## config.mk

```make
export PLATFORM = sky130hd
export DESIGN_NAME = interrupt_responder_flat
export DESIGN_NICKNAME = d
export VERILOG_FILES = /design/src/rtl/interrupt_responder_pkg.sv /design/src/rtl/interrupt_responder_if.sv /design/src/rtl/interrupt_responder_watchdog.sv /design/src/rtl/interrupt_responder.sv /design/src/flat_wrapper.sv
export SDC_FILE = /design/constraint.sdc
export NUM_CORES = 1
export LEC_CHECK = 0
export CAP_MARGIN = 25
export CORE_MARGIN = 4
export CORE_UTILIZATION = 51
export DETAILED_ROUTE_END_ITERATION = 8
export PLACE_DENSITY = 0.85
export SLEW_MARGIN = 25
export SYNTH_ARGS = -nofsm -noshare
export SYNTH_HDL_FRONTEND = slang
export SYNTH_SLANG_ARGS = --single-unit
```

## constraint.sdc

```tcl
create_clock -name i_Clk -period 3.8 [get_ports i_Clk]
set_input_delay 0.95 -clock i_Clk [delete_from_list [all_inputs] [get_ports i_Clk]]
set_output_delay 0.95 -clock i_Clk [all_outputs]
set_load 0.05 [all_outputs]
```

## src/rtl/interrupt_responder_pkg.sv

```systemverilog
// Shared types and defaults for the interrupt responder slice: FSM state encoding,
// IRQ line width, vector layout defaults, error codes and the vector address helper.
package interrupt_pkg;

    localparam int          IRQ_NUM_W                  = 2;
    localparam logic [31:0] DEFAULT_VECTOR_BASE        = 32'h0000_0040;
    localparam int          DEFAULT_VECTOR_STRIDE_LOG2 = 4;
    localparam int          DEFAULT_TIMEOUT_CYCLES     = 1024;

    typedef enum logic [1:0] {
        ST_IDLE     = 2'd0,
        ST_ACCEPT   = 2'd1,
        ST_SERVICE  = 2'd2,
        ST_COMPLETE = 2'd3
    } resp_state_e;

    typedef enum logic {
        ERR_NONE     = 1'b0,
        ERR_WATCHDOG = 1'b1
    } err_code_e;

    // Wraps modulo 2^32 so a large base plus a high line number simply rolls over.
    function automatic logic [31:0] vectorAddr(input logic [31:0]          base,
                                               input int                   strideLog2,
                                               input logic [IRQ_NUM_W-1:0] num);
        logic [31:0] offset;
        offset = {{(32-IRQ_NUM_W){1'b0}}, num} << strideLog2;
        return base + offset;
    endfunction

endpackage

```

## src/rtl/interrupt_responder_if.sv

```systemverilog
// Request/acknowledge and core-redirect signals between controller/core (master)
// and the interrupt responder (slave).
interface interrupt_responder_if;
    import interrupt_pkg::*;

    logic                 i_IrqReq;
    logic [IRQ_NUM_W-1:0] i_IrqNumber;
    logic                 i_InstrBoundary;
    logic [31:0]          i_CurrentPc;
    logic                 i_Reti;
    logic                 o_AckAttended;
    logic                 o_AckComplete;
    logic                 o_Redirect;
    logic [31:0]          o_RedirectPc;
    logic                 o_InService;
    logic [IRQ_NUM_W-1:0] o_ServiceNumber;
    logic                 o_Err;

    modport master (
        output i_IrqReq, i_IrqNumber, i_InstrBoundary, i_CurrentPc, i_Reti,
        input  o_AckAttended, o_AckComplete, o_Redirect, o_RedirectPc,
               o_InService, o_ServiceNumber, o_Err
    );

    modport slave (
        input  i_IrqReq, i_IrqNumber, i_InstrBoundary, i_CurrentPc, i_Reti,
        output o_AckAttended, o_AckComplete, o_Redirect, o_RedirectPc,
               o_InService, o_ServiceNumber, o_Err
    );

endinterface

```

## src/rtl/interrupt_responder_watchdog.sv

```systemverilog
// Service-time watchdog for the interrupt responder; only compiled when
// INT_RESPONDER_WATCHDOG_EN is defined.
`ifdef INT_RESPONDER_WATCHDOG_EN
module irq_service_watchdog #(
    parameter int TIMEOUT_CYCLES = 1024
) (
    input  logic i_Clk,
    input  logic i_Rst,
    input  logic i_Active,
    output logic o_Timeout
);
    localparam int CNT_W = $clog2(TIMEOUT_CYCLES) + 1;

    logic [CNT_W-1:0] count_q;

    // Count is zero on the first active cycle because it is cleared while inactive.
    always_ff @(posedge i_Clk or posedge i_Rst) begin
        if (i_Rst) begin
            count_q <= '0;
        end else if (!i_Active) begin
            count_q <= '0;
        end else begin
            count_q <= count_q + 1'b1;
        end
    end

    assign o_Timeout = i_Active && (count_q == CNT_W'(TIMEOUT_CYCLES - 1));

endmodule
`endif

```

## src/rtl/interrupt_responder.sv

```systemverilog
// Core-side interrupt responder: accepts a request at an instruction boundary, vectors,
// then restores the saved PC on RETI. Optional watchdog: INT_RESPONDER_WATCHDOG_EN.
module interrupt_responder
    import interrupt_pkg::*;
#(
    parameter logic [31:0] VECTOR_BASE        = DEFAULT_VECTOR_BASE,
    parameter int          VECTOR_STRIDE_LOG2 = DEFAULT_VECTOR_STRIDE_LOG2,
    parameter int          TIMEOUT_CYCLES     = DEFAULT_TIMEOUT_CYCLES
) (
    input  logic                  i_Clk,
    input  logic                  i_Rst,
    interrupt_responder_if.slave  bus
);

    resp_state_e          state_q;
    logic [31:0]          savedPc_q;
    logic [IRQ_NUM_W-1:0] serviceNumber_q;
    logic                 ackAttended_q;
    logic                 ackComplete_q;
    logic                 redirect_q;
    logic [31:0]          redirectPc_q;
    logic                 inService_q;
    err_code_e            errCode_q;
    logic                 timeout;

`ifdef INT_RESPONDER_WATCHDOG_EN
    irq_service_watchdog #(
        .TIMEOUT_CYCLES(TIMEOUT_CYCLES)
    ) u_watchdog (
        .i_Clk     (i_Clk),
        .i_Rst     (i_Rst),
        .i_Active  (state_q == ST_SERVICE),
        .o_Timeout (timeout)
    );
`else
    logic unusedTimeoutCfg;
    assign unusedTimeoutCfg = (TIMEOUT_CYCLES != 0);
    assign timeout          = 1'b0;
`endif

    // Every output is a register set on the transition into the state it belongs to.
    always_ff @(posedge i_Clk or posedge i_Rst) begin
        if (i_Rst) begin
            state_q         <= ST_IDLE;
            savedPc_q       <= '0;
            serviceNumber_q <= '0;
            ackAttended_q   <= 1'b0;
            ackComplete_q   <= 1'b0;
            redirect_q      <= 1'b0;
            redirectPc_q    <= '0;
            inService_q     <= 1'b0;
            errCode_q       <= ERR_NONE;
        end else begin
            ackAttended_q <= 1'b0;
            ackComplete_q <= 1'b0;
            redirect_q    <= 1'b0;
            case (state_q)
                ST_IDLE: begin
                    if (bus.i_IrqReq && bus.i_InstrBoundary) begin
                        state_q         <= ST_ACCEPT;
                        savedPc_q       <= bus.i_CurrentPc;
                        serviceNumber_q <= bus.i_IrqNumber;
                        ackAttended_q   <= 1'b1;
                        redirect_q      <= 1'b1;
                        redirectPc_q    <= vectorAddr(VECTOR_BASE, VECTOR_STRIDE_LOG2,
                                                      bus.i_IrqNumber);
                        inService_q     <= 1'b1;
                    end
                end
                ST_ACCEPT: begin
                    state_q <= ST_SERVICE;
                end
                ST_SERVICE: begin
                    // RETI takes priority over a coincident timeout and leaves the error clear.
                    if (bus.i_Reti || timeout) begin
                        state_q       <= ST_COMPLETE;
                        ackComplete_q <= 1'b1;
                        redirect_q    <= 1'b1;
                        redirectPc_q  <= savedPc_q;
                        inService_q   <= 1'b0;
                        if (!bus.i_Reti) begin
                            errCode_q <= ERR_WATCHDOG;
                        end
                    end
                end
                ST_COMPLETE: begin
                    state_q <= ST_IDLE;
                end
                default: begin
                    state_q <= ST_IDLE;
                end
            endcase
        end
    end

    assign bus.o_AckAttended   = ackAttended_q;
    assign bus.o_AckComplete   = ackComplete_q;
    assign bus.o_Redirect      = redirect_q;
    assign bus.o_RedirectPc    = redirectPc_q;
    assign bus.o_InService     = inService_q;
    assign bus.o_ServiceNumber = serviceNumber_q;
    assign bus.o_Err           = (errCode_q == ERR_WATCHDOG);

endmodule

```

## src/flat_wrapper.sv

```systemverilog
// flat-port wrapper written by rule: the top's interface ports become plain ports
module interrupt_responder_flat import interrupt_pkg::*;
#(
    parameter logic [31:0] VECTOR_BASE        = DEFAULT_VECTOR_BASE,
    parameter int          VECTOR_STRIDE_LOG2 = DEFAULT_VECTOR_STRIDE_LOG2,
    parameter int          TIMEOUT_CYCLES     = DEFAULT_TIMEOUT_CYCLES
)
  (i_Clk, i_Rst, bus_i_IrqReq, bus_i_IrqNumber, bus_i_InstrBoundary, bus_i_CurrentPc, bus_i_Reti, bus_o_AckAttended, bus_o_AckComplete, bus_o_Redirect, bus_o_RedirectPc, bus_o_InService, bus_o_ServiceNumber, bus_o_Err);
  interrupt_responder_if bus_i ();
  input  logic i_Clk;
  input  logic i_Rst;
  input wire logic [$bits(bus_i.i_IrqReq)-1:0] bus_i_IrqReq;
  input wire logic [$bits(bus_i.i_IrqNumber)-1:0] bus_i_IrqNumber;
  input wire logic [$bits(bus_i.i_InstrBoundary)-1:0] bus_i_InstrBoundary;
  input wire logic [$bits(bus_i.i_CurrentPc)-1:0] bus_i_CurrentPc;
  input wire logic [$bits(bus_i.i_Reti)-1:0] bus_i_Reti;
  output wire logic [$bits(bus_i.o_AckAttended)-1:0] bus_o_AckAttended;
  output wire logic [$bits(bus_i.o_AckComplete)-1:0] bus_o_AckComplete;
  output wire logic [$bits(bus_i.o_Redirect)-1:0] bus_o_Redirect;
  output wire logic [$bits(bus_i.o_RedirectPc)-1:0] bus_o_RedirectPc;
  output wire logic [$bits(bus_i.o_InService)-1:0] bus_o_InService;
  output wire logic [$bits(bus_i.o_ServiceNumber)-1:0] bus_o_ServiceNumber;
  output wire logic [$bits(bus_i.o_Err)-1:0] bus_o_Err;
  assign bus_i.i_IrqReq = bus_i_IrqReq;
  assign bus_i.i_IrqNumber = bus_i_IrqNumber;
  assign bus_i.i_InstrBoundary = bus_i_InstrBoundary;
  assign bus_i.i_CurrentPc = bus_i_CurrentPc;
  assign bus_i.i_Reti = bus_i_Reti;
  assign bus_o_AckAttended = bus_i.o_AckAttended;
  assign bus_o_AckComplete = bus_i.o_AckComplete;
  assign bus_o_Redirect = bus_i.o_Redirect;
  assign bus_o_RedirectPc = bus_i.o_RedirectPc;
  assign bus_o_InService = bus_i.o_InService;
  assign bus_o_ServiceNumber = bus_i.o_ServiceNumber;
  assign bus_o_Err = bus_i.o_Err;
  interrupt_responder #(.VECTOR_BASE(VECTOR_BASE), .VECTOR_STRIDE_LOG2(VECTOR_STRIDE_LOG2), .TIMEOUT_CYCLES(TIMEOUT_CYCLES)) u_core (.i_Clk(i_Clk), .i_Rst(i_Rst), .bus(bus_i));
endmodule
```

After elaboration in Yosys (flattened, before gate mapping). Cells that the tools add are included.

Register bits: 72. Word-level logic and storage cells: 34.

Reductions and logical operators: 6. Muxes and demuxes: 14. $add $sub $neg: 1. Equal/unequal tests: 5.

Operator list (number): 32-bit two-way mux (2); 32-bit one-hot mux with 2 select lines (1); 7-bit by 6-bit adder with 8-bit output, first input constant (1); 2-bit one-hot mux with 4 select lines (1); 1-bit two-way mux (6); 2-bit equality test, second input constant (2); 2-bit two-way mux (2); 1-bit one-hot mux with 2 select lines (2); 2-bit AND reduction (2); 3-bit AND reduction (1); 2-bit by 1-bit equality test with 1-bit output, second input constant (1); 2-bit logical NOT (1); 2-bit by 1-bit inequality test with 1-bit output, second input constant (1); 2-bit inequality test, second input constant (1); 2-bit nonzero test (1); 1-bit logical AND (1).

Depth between registers and ports, before layout.
Depth in word-level cells: 3. Depth in mapped cells: 7. Depth with buffers taken out: 5.

Worst setup path before layout. Ideal clock, no wire load.

Path type: input to register. From: in bus_i_Reti. To: reg u_core.redirectPc_q[11] (netlist: u_core.bus.o_RedirectPc[11]). Data required time: 3.679 ns. Buffers on the path: 2. Path slack: 1.948 ns. Arrival time: 1.731 ns. Stages on the path: 5. Path through: inv_1 a211o_1 buf_6 buf_6 a22o_1.

Cells in the longest elaborated chain, start to end: 2.

RTL lines: from (decl) (RTL line flat_wrapper.sv:16) `input wire logic [$bits(bus_i.i_Reti)-1:0] bus_i_Reti;`; 2-bit inequality test (no line); 3-bit AND reduction (no line); to (signal assigned) (RTL line interrupt_responder.sv:65) `redirectPc_q <= vectorAddr(VECTOR_BASE, VECTOR_STRIDE_LOG2,`; to (signal assigned) (RTL line interrupt_responder.sv:79) `redirectPc_q <= savedPc_q;`; to (decl) (RTL line interrupt_responder.sv:21) `logic [31:0] redirectPc_q;`.

Every way passes these cells. A chain may end at the register's enable or synchronous reset.

Worst setup path in the final report.
From: reg u_core.inService_q (netlist: u_core.bus.o_InService). To: out bus_o_InService.

RTL lines: from (decl) (RTL line interrupt_responder.sv:22) `logic inService_q;`; from (signal assigned) (RTL line interrupt_responder.sv:51) `inService_q <= 1'b0;`; from (signal assigned) (RTL line interrupt_responder.sv:67) `inService_q <= 1'b1;`; from (signal assigned) (RTL line interrupt_responder.sv:80) `inService_q <= 1'b0;`; to (decl) (RTL line flat_wrapper.sv:21) `output wire logic [$bits(bus_i.o_InService)-1:0] bus_o_InService;`.

No word-level cell between the ends.

==> flow_metrics.py <==
metrics = {
    "route": {
        "first_pass_iters": 5,
        "vias": 1702,
        "ant_nets": 0,
        "drc": 0,
        "drt-initial-drc-count": 62,
        "wl_um": 5480,
        "wire_per_inst_um": 16.51,
        "viasPerCell": 5.127,
    },
    "pwr": {
        "leakagePower_nw": 1.726,
        "p_per_area_mw_per_mm2": 963.1,
        "vdd_drop_max_v": 0.0005941,
    },
    "synth": {
        "ys_ff_latch": 72,
        "ys_warn_count": 0,
        "ys_types": 21,
        "avgSynthCellArea_um2": 15.54,
        "yosysSeqAreaShare_pct": 65.48,
        "synth_area_mm2": 0.002751,
        "synth_fp_nets": 220,
        "synthCells": 177,
    },
    "critical_path": {
        "max_stage_delay_ps": 840,
        "required_ps": 2850,
        "cp_max_fo": 2,
        "crit_family": "buffers and inverters",
        "path_buf_inv": 1,
        "crit_path_start": "u_core.bus.o_InService",
        "path_class": "reg -> out",
        "timing.rr.start": "u_core.state_q[0]",
        "worst-endpoint-arrival_ps": 1560,
        "start_kind": "flip-flop",
        "path_cells": "clkdlybuf4s50_1",
        "r2r-end": "u_core.bus.o_RedirectPc[2]",
        "rr_worst_depth": 6,
        "crit_path_end_kind": "primary output",
        "rrSetupSlack_ps": 1820,
        "crit_slowest_cell": "clkdlybuf4s50_1",
    },
    "worst_hold_path": {
        "min_from": "u_core.savedPc_q[19]",
        "whs_endpoint": "u_core.bus.o_RedirectPc[19]",
        "hold_path_depth": 1,
        "hold_path.class": "reg -> reg",
    },
    "sta": {
        "period_needed_ps": 2509,
        "finalHoldViolations": 0,
        "fin_skew_ps": 7.751,
        "setup_viol": 0,
        "worstMarginPinSlew_ps": 732.6,
        "fin_crit_sh_pct": 66.02,
        "finalMaxSlewViolations": 0,
        "slew_headroom_pct": 51.09,
        "rsz0062_at_grt": "false",
        "max_freq_mhz": 398.6,
        "tns_ps": 0,
    },
    "layout": {
        "nets": 300,
        "final_core_util_pct": 73.34,
        "area_delta_synth_final_pct": 37.88,
        "antennaDiodeCount": 0,
        "final_cells": 332,
        "drive_above_1_share_pct": 23.28,
    },
    "placement": {
        "port_buffers": 76,
        "post-place-cells": 316,
        "hpwl_um": 3706,
        "place_congestion": 0.7725,
    },
    "clock_network": {
        "clk_latency_ps": 340,
        "cts_sinks": 72,
        "cts_buffers": 9,
        "cts.htree.levels": 3,
        "cts_tree": "yes",
        "clk_path_buf_depth": 2,
        "root_buffer": "clkbuf_8",
        "cts_hold_buf": 0,
        "cts_resized": 0,
        "post_cts_buffers": 0,
        "clkTransAtPathRegs_ps": 80,
    },
    "global_route": {
        "grt_usage_pct": 18.59,
        "grt_start_max_net_pins": 38,
        "grt_pass1_wl_um": 8983,
        "gr-total-overflow": 0,
        "antenna_found_initial": 0,
        "grt_pass1_vias": 1865,
    },
    "floorplanning": {
        "die-area_mm2": 0.006634,
        "io_pins": 78,
        "rows": 26,
        "die_h_um": 81.45,
        "initial_core_util_pct": 53.19,
        "fp.dieW_um": 81.45,
        "core_region_area_mm2": 0.005172,
    },
    "job": {
        "cap_violations": 0,
    },
    "run_status": {
        "outcome": "complete, no violations",
    },
}
routing by layer:
metal / part of all wire [%] / global-route usage, % / vias to the layer above
met1: 41 / 22.22 / 845
met2: 50 / 30.62 / 55
met5: 0 / 0 / -
li1: - / - / 792
met3: 7.1 / 4.934 / 10
met4: 1.7 / 10.14 / 0
where the power goes:
group	total (W)	internal, W	switching [W]	leakage (nW)
clock network	0.000684	0.000404	0.000280	0.119
logic	0.00166	0.000678	0.000985	0.699
registers	0.00131	0.00112	0.000186	0.908
worst reg2reg max path: stages, from the launching register on:
cell,delay [ps]
dfrtp_1,360
inv_1,140
ha_1,260
nand2_1,140
nor2_2,520
buf_4,340
a22o_1,170
how the worst max path moves through the flow:
stage / slack [ps] / to / depth (start not counted)
finish: 1290 / bus_o_InService / 1
global route: 1240 / bus_o_InService / 1
CTS: 1280 / bus_o_InService / 1
detailed placement: 1100 / u_core.bus.o_RedirectPc[3] / 5
global placement: 1150 / u_core.bus.o_RedirectPc[29] / 5
floorplan: 1030 / u_core.bus.o_AckAttended / 1
cells in the mapped netlist:
cell type	count	share of area, %
buf_6	4	1.6
nand3_2	1	0.36
mux2i_1	1	0.36
conb_1	1	0.14
dfrtp_1	72	65
o2bb2ai_1	1	0.32
a21boi_4	1	0.68
mux2_2	37	15
ha_1	4	1.8
clkbuf_1	1	0.14
buf_2	5	0.91
a21oi_1	2	0.36
a22o_1	29	9.2
a211o_1	1	0.32
buf_4	1	0.27
o21ai_0	1	0.18
nand2_1	1	0.14
mux2_1	2	0.82
inv_1	7	0.96
nor3_1	1	0.18
nor2_1	4	0.55
cell type report:
type | instances | area (um^2)
Fill cell | 357 | 1379
Tap cell | 70 | 87.58
Timing Repair Buffer | 80 | 803.3
Inverter | 7 | 26.28
Sequential cell | 72 | 1802
Clock inverter | 5 | 78.83
Multi-Input combinational cell | 87 | 844.6
Clock buffer | 11 | 151.4
cells by family (layout without fill, tap and decap cells):
family                     Yosys count  count (layout)  synth area share (%)
DFF                                 72              72                 65.48
muxes                               40              40                 16.33
AOI/OAI and AO/OA                   35              35                 11.10
buffers and inverters               18             103                 3.911
and+or+nand+nor                      7               7                 1.227
adders and majority gates            4               4                 1.819
other                                1               1                0.1363
flip-flops by register name, indices dropped and copies added, names as in the netlist:
register and flops:
u_core.state_q 2, u_core.bus.o_RedirectPc 32, u_core.savedPc_q 32, u_core.bus.o_AckComplete 1
u_core.bus.o_ServiceNumber 2, u_core.bus.o_Redirect 1, u_core.bus.o_AckAttended 1, u_core.bus.o_InService 1
stage by stage:
step	hold slack, ps	area [um^2]	worst slack (ps)	total power (W)
floorplan	460.3	2751	1025	0.002511
global placement	466.3	3563	1149	0.002938
detailed placement	473.6	3563	1103	0.002995
CTS	489.8	3794	1279	0.003691
global route	510.1	3794	1240	0.003854
finish	486.1	3794	1291	0.003654
cells in the final DEF, fill, tap and decap left out, drive strengths merged, types with 2 or more instances in the layout:
cell type,Yosys,layout
inv,7,7
clkdlybuf4s50,0,76
clkinv,0,3
dfrtp,72,72
clkbuf,1,11
mux2,39,39
ha,4,4
a22o,29,29
bufinv,0,2
a21oi,2,2
buf,10,4
nor2,4,4
Power figures use the tool's default switching activity.
